File: config.mk
export PLATFORM = sky130hd
export DESIGN_NAME = nes_pad_emulator
export DESIGN_NICKNAME = d
export VERILOG_FILES = /design/src/rtl/nes_pad_pkg.sv /design/src/rtl/nes_pad_sync.sv /design/src/rtl/nes_pad_emulator.sv
export SDC_FILE = /design/constraint.sdc
export NUM_CORES = 1
export LEC_CHECK = 0
export ABC_AREA = 1
export CORE_AREA = 4 4 89 70
export CTS_BUF_LIST = sky130_fd_sc_hd__clkbuf_4 sky130_fd_sc_hd__clkbuf_8
export CTS_CLUSTER_SIZE = 14
export DETAILED_ROUTE_END_ITERATION = 8
export DIE_AREA = 0 0 93 74
export MAX_ROUTING_LAYER = met4
export PLACE_DENSITY = 0.68
export SETUP_SLACK_MARGIN = 0.05
export SLEW_MARGIN = 20
export SYNTH_ARGS = -nofsm -noshare
export SYNTH_HDL_FRONTEND = slang
export SYNTH_SLANG_ARGS = --single-unit
export TNS_END_PERCENT = 50
File: constraint.sdc
create_clock -name clk -period 1.8 [get_ports clk]
set_clock_uncertainty 0.1 [all_clocks]
set_input_delay 0.18 -clock clk [delete_from_list [all_inputs] [get_ports clk]]
set_output_delay 0.18 -clock clk [all_outputs]
set_load 0.005 [all_outputs]
File: src/rtl/nes_pad_pkg.sv
// nes_pad_pkg: shared constants and state encoding for the NES pad responder.
// Button bit positions, host-side bit codes, and FSM states.
package nes_pad_pkg;

  localparam int NUM_BUTTONS = 8;

  localparam int A_IDX      = 0;
  localparam int B_IDX      = 1;
  localparam int SELECT_IDX = 2;
  localparam int START_IDX  = 3;
  localparam int UP_IDX     = 4;
  localparam int DOWN_IDX   = 5;
  localparam int LEFT_IDX   = 6;
  localparam int RIGHT_IDX  = 7;

  localparam int A_CODE      = 1;
  localparam int B_CODE      = 2;
  localparam int SELECT_CODE = 3;
  localparam int START_CODE  = 4;
  localparam int UP_CODE     = 5;
  localparam int DOWN_CODE   = 6;
  localparam int LEFT_CODE   = 7;
  localparam int RIGHT_CODE  = 8;

  typedef enum logic [1:0] {
    IDLE  = 2'd0,
    LOAD  = 2'd1,
    SHIFT = 2'd2,
    DONE  = 2'd3
  } state_t;

endpackage

File: src/rtl/nes_pad_sync.sv
// nes_pad_sync: STAGES-deep synchronizer (STAGES >= 2) with rise/fall strobes.
// Ports: clk, reset (sync, high), d (async in), q (synced), rise, fall.
module nes_pad_sync #(
  parameter int STAGES = 2
) (
  input  logic clk,
  input  logic reset,
  input  logic d,
  output logic q,
  output logic rise,
  output logic fall
);

  logic [STAGES-1:0] ff;
  logic              prev;

  always_ff @(posedge clk) begin
    if (reset) begin
      ff   <= '0;
      prev <= 1'b0;
    end else begin
      ff   <= {ff[STAGES-2:0], d};
      prev <= ff[STAGES-1];
    end
  end

  assign q    = ff[STAGES-1];
  assign rise = q & ~prev;
  assign fall = ~q & prev;

endmodule

File: src/rtl/nes_pad_emulator.sv
// nes_pad_emulator: 4021-style NES pad; latch snapshots buttons, pulses shift.
// Ports: clk, reset, latch_in, pulse_in, buttons[7:0] -> data_out, frame_done, bit_index, frame_error. Option: NES_PAD_DEBOUNCE_EN.
module nes_pad_emulator
  import nes_pad_pkg::*;
#(
  parameter int SYNC_STAGES     = 2,
  parameter int TIMEOUT_CYCLES  = 1500,
  parameter int DEBOUNCE_CYCLES = 50000
) (
  input  logic       clk,
  input  logic       reset,
  input  logic       latch_in,
  input  logic       pulse_in,
  input  logic [7:0] buttons,
  output logic       data_out,
  output logic       frame_done,
  output logic [3:0] bit_index,
  output logic       frame_error
);

  localparam int TW = $clog2(TIMEOUT_CYCLES + 1);

  logic latch_q, latch_rise, latch_fall;
  logic pulse_q, pulse_rise, pulse_fall;

  nes_pad_sync #(.STAGES(SYNC_STAGES)) u_latch_sync (
    .clk  (clk),
    .reset(reset),
    .d    (latch_in),
    .q    (latch_q),
    .rise (latch_rise),
    .fall (latch_fall)
  );

  nes_pad_sync #(.STAGES(SYNC_STAGES)) u_pulse_sync (
    .clk  (clk),
    .reset(reset),
    .d    (pulse_in),
    .q    (pulse_q),
    .rise (pulse_rise),
    .fall (pulse_fall)
  );

  logic unused_sync;
  assign unused_sync = ^{latch_q, pulse_q, pulse_fall};

  logic [NUM_BUTTONS-1:0] btn_level;

`ifdef NES_PAD_DEBOUNCE_EN
  localparam int DW = $clog2(DEBOUNCE_CYCLES + 1);

  for (genvar i = 0; i < NUM_BUTTONS; i++) begin : g_db
    logic          b_q, b_r, b_f;
    logic          lvl;
    logic [DW-1:0] cnt;

    nes_pad_sync #(.STAGES(2)) u_bsync (
      .clk  (clk),
      .reset(reset),
      .d    (buttons[i]),
      .q    (b_q),
      .rise (b_r),
      .fall (b_f)
    );

    // Any edge restarts the stable window; the level follows only
    // after DEBOUNCE_CYCLES consecutive samples that differ from it.
    always_ff @(posedge clk) begin
      if (reset) begin
        cnt <= '0;
        lvl <= 1'b0;
      end else if (b_r | b_f) begin
        cnt <= '0;
      end else if (b_q == lvl) begin
        cnt <= '0;
      end else if (cnt == DW'(DEBOUNCE_CYCLES - 1)) begin
        cnt <= '0;
        lvl <= b_q;
      end else begin
        cnt <= cnt + 1'b1;
      end
    end

    assign btn_level[i] = lvl;
  end
`else
  logic [NUM_BUTTONS-1:0] b_s1, b_s2;

  always_ff @(posedge clk) begin
    if (reset) begin
      b_s1 <= '0;
      b_s2 <= '0;
    end else begin
      b_s1 <= buttons;
      b_s2 <= b_s1;
    end
  end

  assign btn_level = b_s2;
`endif

  state_t                 state;
  logic [NUM_BUTTONS-1:0] shift_reg;
  logic [TW-1:0]          to_cnt;

  always_ff @(posedge clk) begin
    if (reset) begin
      state       <= IDLE;
      shift_reg   <= 8'hFF;
      bit_index   <= 4'd8;
      to_cnt      <= '0;
      frame_done  <= 1'b0;
      frame_error <= 1'b0;
    end else begin
      frame_done  <= 1'b0;
      frame_error <= 1'b0;
      // Latch rise restarts the frame from any state and beats a
      // coincident pulse rise.
      if (latch_rise) begin
        state     <= LOAD;
        shift_reg <= ~btn_level;
        bit_index <= 4'd0;
        to_cnt    <= '0;
      end else begin
        case (state)
          LOAD: begin
            shift_reg <= ~btn_level;
            if (latch_fall) begin
              state  <= SHIFT;
              to_cnt <= '0;
            end
          end
          SHIFT: begin
            if (pulse_rise) begin
              shift_reg <= {1'b1, shift_reg[7:1]};
              to_cnt    <= '0;
              if (bit_index == 4'd7) begin
                bit_index  <= 4'd8;
                state      <= DONE;
                frame_done <= 1'b1;
              end else begin
                bit_index <= bit_index + 4'd1;
              end
            end else if (to_cnt == TW'(TIMEOUT_CYCLES - 1)) begin
              frame_error <= 1'b1;
              bit_index   <= 4'd8;
              shift_reg   <= 8'hFF;
              to_cnt      <= '0;
              state       <= IDLE;
            end else begin
              to_cnt <= to_cnt + 1'b1;
            end
          end
          default: ;
        endcase
      end
    end
  end

  // Released (1) whenever no frame is being presented.
  assign data_out = (state == LOAD || state == SHIFT) ? shift_reg[0] : 1'b1;

endmodule
; ---- Word-level counts from Yosys, hierarchy flattened
; Cells that the tools add are included.
[word_totals]
reg_bits = 49
inputBits = 12
word_cells = 72
out_inout_bits = 7
[classes]
n_addsub = 2
n_eq_ne = 10
n_mux = 22
bitwise = 9
reduce_logical = 15
[ops]
columns = operator, count
row1 = $mux W11, 3
row2 = $mux W8, 3
row3 = $pmux W11 S2, 1
row4 = $mux W4, 5
row5 = $pmux W8 S2, 1
row6 = $add A11 B1 Y11 const B, 1
row7 = $eq A11 B11 Y1 const B, 1
row8 = $ne A3 B3 Y1 const B, 3
row9 = $mux W2, 4
row10 = $ne A4 B4 Y1 const B, 2
row11 = $not A8 Y8, 1
row12 = $reduce_and A2 Y1, 4
row13 = $reduce_and A4 Y1, 2
row14 = $reduce_or A4 Y1, 2
row15 = $reduce_bool A2 Y1, 3
row16 = $reduce_bool A3 Y1, 2
row17 = $not A1 Y1, 5
row18 = $add A4 B1 Y4 const B, 1
row19 = $eq A4 B3 Y1 const B, 1
row20 = $mux W1, 4
row21 = $pmux W2 S2, 1
row22 = $and A1 B1 Y1, 3
row23 = $eq A2 B1 Y1 const B, 1
row24 = $eq A2 B2 Y1 const B, 1
row25 = 3 further kinds, 3

; ---- Logic depth before layout (Yosys ltp)
[logic_depth]
depth_word = 5
ltp_mapped = 11
ltp_nobuf = 11

; ---- Modules after synthesis
; From an unflattened synthesis, not the netlist that was laid out.
[hier_totals]
cells_unflattened = 277
hier_area_um2 = 2045.7
[by_module_without_submodules]
columns = mod, area_per_inst_um2, n_inst, seq_area_each_um2, cells_per_inst
row1 = nes_pad_emulator, 1858.0, 1, 860.8, 253
row2 = nes_pad_sync, 93.8, 2, 60.1, 12

; ---- Worst setup path before layout
; No wires, ideal clock.
[synth_path]
path_kind = register to register
start = reg state[0]
end = reg to_cnt[8]
setup_time_ns = 0.073
n_path_buf = 1
arrival_ns = 1.358
setup_slack_ns = 0.269
path_stages_with_launch = 11
required_time_ns = 1.627
period_less_slack_ns = 1.531
path_cell_list = dfxtp_1 -> inv_1 -> ha_1 -> inv_2 -> nor2_4 -> nor2_8 -> inv_2 -> nand2_2 -> nand2_2 -> buf_6 -> nor3_2
[synth_between]
elab_chain_cells = 3
word_cells_on_any_way = 6
classes_between = 3 x eq/ne / 1 x mux / 2 x reduce/logical
[synth_rtl]
columns = element, line_no
row1 = start: declaration, nes_pad_emulator.sv:102  ; state_t state;
row2 = start signal: assignment, nes_pad_emulator.sv:108  ; state <= IDLE;
row3 = start signal: assignment, nes_pad_emulator.sv:120  ; state <= LOAD;
row4 = start signal: assignment, nes_pad_emulator.sv:129  ; state <= SHIFT;
row5 = $eq A2 B1 Y1 / $eq A2 B2 Y1 (equally long branches), nes_pad_emulator.sv:125  ; case (state)
row6 = $ne A2 B2 Y1 (no line) / $reduce_bool A2 Y1 (equally long branches), n/a
row7 = $reduce_and A2 Y1 (no line), n/a
row8 = end signal: assignment, nes_pad_emulator.sv:151  ; to_cnt <= to_cnt + 1'b1;
row9 = end: declaration, nes_pad_emulator.sv:104  ; logic [TW-1:0] to_cnt;
; Several ways; a longest one is shown, not always the timed one.
; A chain may end at the register's enable or synchronous reset.

; ---- Worst setup path after layout
[layout_path]
start = reg state[0]
end = out data_out
[layout_between]
elab_chain_cells = 3
word_cells_on_any_way = 4
classes_between = 2 x eq/ne / 1 x mux / 1 x reduce/logical
[layout_rtl]
columns = element, line_no
row1 = $eq A2 B1 Y1 / $eq A2 B2 Y1 (equally long branches), nes_pad_emulator.sv:161  ; assign data_out = (state == LOAD || state == SHIFT) ? shift_reg[0] : 1'b1;
row2 = $logic_or A1 B1 Y1 *, nes_pad_emulator.sv:161
row3 = $mux W1 *, nes_pad_emulator.sv:161
row4 = end: declaration, nes_pad_emulator.sv:15  ; output logic data_out,
; Mark *: on every way between the ends. The rest lies on a longest branch, timed or not.

==> results by group <==
Status
  • Outcome: complete, no violations

Power and ir drop
  • Sequential share of power: 44.6%
  • Part of the power in the clock network: 23.6%
  • Cell leakage power: 1.09 nW
  • NetSw: 991 µW
  • Sw Ratio: 34.2%
  • Peak supply drop: 0.373 mV
  • Comb pwr share: 31.8%
  • Power per unit of standard cell area: 1170 mW/mm²
  • Internal: 1.91 mW

Detailed routing
  • ANT nets after route: 0
  • Number of DRC markers after the initial detailed-route iteration: 68
  • Routed wirelength normalized by instance count: 10.0 µm
  • Detail-routed via count per cell: 4.34
  • Final routed DRC violation total: 0
  • DR pass1 iterations: 6
  • Total via count in the routed design: 1625
  • Final Routed Wirelength: 3.75 mm

Die
  • Core area: 0.00530 mm²
  • Count of boundary I/O pins: 19
  • Full die area: 0.00688 mm²
  • Placement row count: 23
  • DIE WIDTH: 93 µm
  • Initial standard-cell utilization of the core: 39.1%
  • Die outline height: 74 µm

CTS
  • Number of levels the H-tree was split into: 2
  • CTS tree: done
  • Number of sinks driven by the clock tree: 49
  • Root buffer cell: sky130_fd_sc_hd__clkbuf_8
  • Cts bufs inserted: 5
  • Clock slew seen by the registers of the worst setup and hold paths: 0.10 ns
  • Worst-Skew Late Latency: 0.31 ns
  • Number of buffers on the longest clock path: 2

Worst setup path
  • Category of the most critical setup path: reg2out
  • Data arrival time of the critical path: 1.45 ns
  • Req. time, crit path: 1.52 ns
  • Worst R2R Setup Slack: 0.12 ns
  • Critical-path maximum fanout: 2
  • Critical Path End Type: output port
  • Launch point of the worst reg-to-reg path: state[0]$_SDFFE_PP0P_
  • Critical R2R Capture: to_cnt[8]$_SDFFE_PP0P_
  • Critical Path Start Type: flop
  • Count of cells along the worst register-to-register path: 9

Logic synthesis
  • Synth Warn #: 0
  • Count of distinct cell types in the synthesized netlist: 29
  • Cells taking the most area after synthesis: sky130_fd_sc_hd__dfxtp_1, sky130_fd_sc_hd__nand2_1, sky130_fd_sc_hd__nor2_1, sky130_fd_sc_hd__inv_1, sky130_fd_sc_hd__ha_1
  • Main synth FF type: sky130_fd_sc_hd__dfxtp_1
  • Summed instance area of the synthesized netlist: 0.00207 mm²
  • Top post-synthesis cells by count: sky130_fd_sc_hd__nand2_1, sky130_fd_sc_hd__dfxtp_1, sky130_fd_sc_hd__nor2_1
  • Register bit count reported by yosys: 49
  • Mapped Cells: 271
  • Mapped Avg Cell Area: 7.64 µm²
  • Sequential cell area fraction in the yosys report: 47.4%
  • Count leader, synth: sky130_fd_sc_hd__nand2_1
  • Cell type contributing the most total cell area after synthesis: sky130_fd_sc_hd__dfxtp_1
  • Post-Syn Nets: 289
  • Count of flip-flops with a built-in enable after synthesis: 0
  • Async SR Flop Fraction: 0%
  • Area share of the largest cell type after synthesis: 47.4%

Worst hold path
  • Hold Crit Depth: 3
  • Endpoint with the worst hold slack: b_s1[4]$_SDFF_PP0_
  • Path class of the lowest-slack min-delay path: in2reg
  • Startpoint of the most critical hold path: buttons[4]

Placement
  • Number of port buffers: 18
  • Post-DP HPWL: 2.74 mm
  • Routability cong.: 0.840

Layout
  • Nets: 316
  • Register with the highest flop count: to_cnt
  • Number of filler cells placed in the layout: 524
  • Ant diodes: 0
  • Area Overhead vs Synth: 20.0%
  • Multi-input combinational cell area: 890 µm²
  • Footprint of the flip-flops and latches: 983 µm²
  • Flip-flop count of the largest register, all copies and words added: 11
  • Final cell utilization of the core: 46.9%
  • Fraction of final layout cells with drive strength greater than 1: 13.0%

Job
  • MaxCap Viol Count: 0

STA
  • Fin crit period: 1.73 ns
  • Number of failing setup endpoints in the final timing report: 0
  • Highest clock rate: 580 MHz
  • Setup repair after global routing missed its margin: yes
  • TNS Setup: 0 ns
  • Measured slew at the worst slew-check pin: 0.373 ns
  • Final-report hold violation count: 0
  • Share of the cycle needed by the critical path after routing: 95.9%
  • Count of pins over their slew limit: 0
  • Slew headroom: 75.0%

Global route
  • Vias in the first global route: 1484
  • First-pass GRT wire length: 6.44 mm
  • Total routing usage reported by global routing: 11.9%
  • GRT overflow: 0
  • Number of antenna violations at the first check in global routing: 0
  • Maximum number of pins on one net before global-route repair: 31
## routing by layer
metal	wire [µm]	GRT usage [%]	share of wire (%)	vias to the layer above
met5	0	-	0	-
li1	-	-	-	898
met4	53	5.20	1.4	0
met1	2050	15.8	55	694
met3	169	3.34	4.5	5
met2	1480	17.0	40	28
## how the worst max path moves through the flow
stage / from / endpoint / slack (ns) / cells after the start
3_5_place_dp: to_cnt[0]$_SDFFE_PP0P_ / state[1]$_SDFFE_PP0P_ / 0.09 / 10
3_3_place_gp: state[0]$_SDFFE_PP0P_ / data_out / 0.15 / 4
4_1_cts: state[0]$_SDFFE_PP0P_ / data_out / 0.06 / 4
2_1_floorplan: state[0]$_SDFFE_PP0P_ / to_cnt[8]$_SDFFE_PP0P_ / 0.27 / 10
5_1_grt: state[0]$_SDFFE_PP0P_ / data_out / 0.02 / 4
6_report: state[0]$_SDFFE_PP0P_ / data_out / 0.07 / 4
## logic make-up (layout without fill, tap and decap cells)
logic type / Yosys count / count (layout) / synth area share (%)
AND/OR/NAND/NOR: 133 / 133 / 29.1
buffers and inverters: 54 / 82 / 10.6
flip-flops: 49 / 49 / 47.4
AO/OA/AOI/OAI: 25 / 25 / 7.67
adder cells (fa/ha/maj): 6 / 6 / 3.63
XOR/XNOR: 4 / 4 / 1.69
## worst max-delay path: stages (launching register included)
cell	delay, ns
sky130_fd_sc_hd__dfxtp_2	0.33
sky130_fd_sc_hd__inv_1	0.05
sky130_fd_sc_hd__ha_1	0.28
sky130_fd_sc_hd__or2_2	0.28
sky130_fd_sc_hd__clkdlybuf4s15_1	0.20
## cells in the final DEF, fill, tap and decap left out
cell / count
sky130_fd_sc_hd__nor2_2: 1
sky130_fd_sc_hd__ha_2: 1
sky130_fd_sc_hd__inv_2: 4
sky130_fd_sc_hd__o21a_1: 1
sky130_fd_sc_hd__dfxtp_2: 2
sky130_fd_sc_hd__ha_1: 5
sky130_fd_sc_hd__nor3_2: 1
sky130_fd_sc_hd__clkdlybuf4s15_1: 1
sky130_fd_sc_hd__nor2_4: 3
sky130_fd_sc_hd__buf_4: 8
sky130_fd_sc_hd__nor2_1: 45
sky130_fd_sc_hd__xnor2_1: 1
sky130_fd_sc_hd__clkinv_4: 1
sky130_fd_sc_hd__nand2_1: 50
sky130_fd_sc_hd__o21ai_0: 4
sky130_fd_sc_hd__nor2_8: 1
sky130_fd_sc_hd__clkdlybuf4s50_1: 17
sky130_fd_sc_hd__inv_6: 1
sky130_fd_sc_hd__o2111ai_2: 1
sky130_fd_sc_hd__dfxtp_1: 47
sky130_fd_sc_hd__nand2_2: 5
sky130_fd_sc_hd__nand3_2: 1
sky130_fd_sc_hd__xor2_1: 3
sky130_fd_sc_hd__a21oi_1: 10
sky130_fd_sc_hd__a21boi_0: 1
sky130_fd_sc_hd__nand4_1: 2
sky130_fd_sc_hd__o22ai_1: 1
sky130_fd_sc_hd__inv_8: 1
sky130_fd_sc_hd__or2_2: 2
sky130_fd_sc_hd__nand3_1: 12
sky130_fd_sc_hd__nand2_4: 1
sky130_fd_sc_hd__a31oi_1: 1
sky130_fd_sc_hd__nor3_1: 7
sky130_fd_sc_hd__nor4_1: 2
sky130_fd_sc_hd__o2111ai_1: 6
sky130_fd_sc_hd__inv_1: 44
sky130_fd_sc_hd__clkbuf_8: 5
## power groups by stage
stage,clock network [mW],logic [mW],registers [mW]
detailed placement,0,0.836,1.31
global route,0.752,1.04,1.31
floorplan,0,0.659,1.29
finish,0.684,0.920,1.29
global placement,0,0.817,1.31
CTS,0.706,0.847,1.29
## stage by stage
| step | worst slack [ns] | hold slack [ns] | std cells | instance area [µm²] | power (mW) |
|---|---|---|---|---|---|
| finish | 0.0746 | 0.266 | 374 | 2480 | 2.90 |
| detailed placement | 0.0852 | 0.293 | 363 | 2340 | 2.15 |
| global route | 0.0188 | 0.256 | 374 | 2480 | 3.10 |
| floorplan | 0.269 | 0.187 | 271 | 2070 | 1.95 |
| global placement | 0.151 | 0.292 | 363 | 2340 | 2.13 |
| CTS | 0.0646 | 0.265 | 372 | 2450 | 2.84 |
## area by class of cell
type	instances	share of cell area, %
flip-flops and latches	49	39.6
multi-input cells	168	35.8
repair buffers	26	9.67
inverters	48	7.25
well taps	75	3.78
clock buffers	5	2.77
clock inverters	3	1.16
## what timing repair did
| action | 4_1_cts | 5_1_grt |
|---|---|---|
| buffers inserted | 1 | 2 |
| hold buffers | 0 | 0 |
| setup endpoints to repair | 1 | 22 |
| resized for setup | 3 | 7 |
| cloned | 0 | 0 |
| endpoints found under the hold margin | 0 | 0 |
| pin swaps | 0 | 1 |
Power figures use the tool's default switching activity.
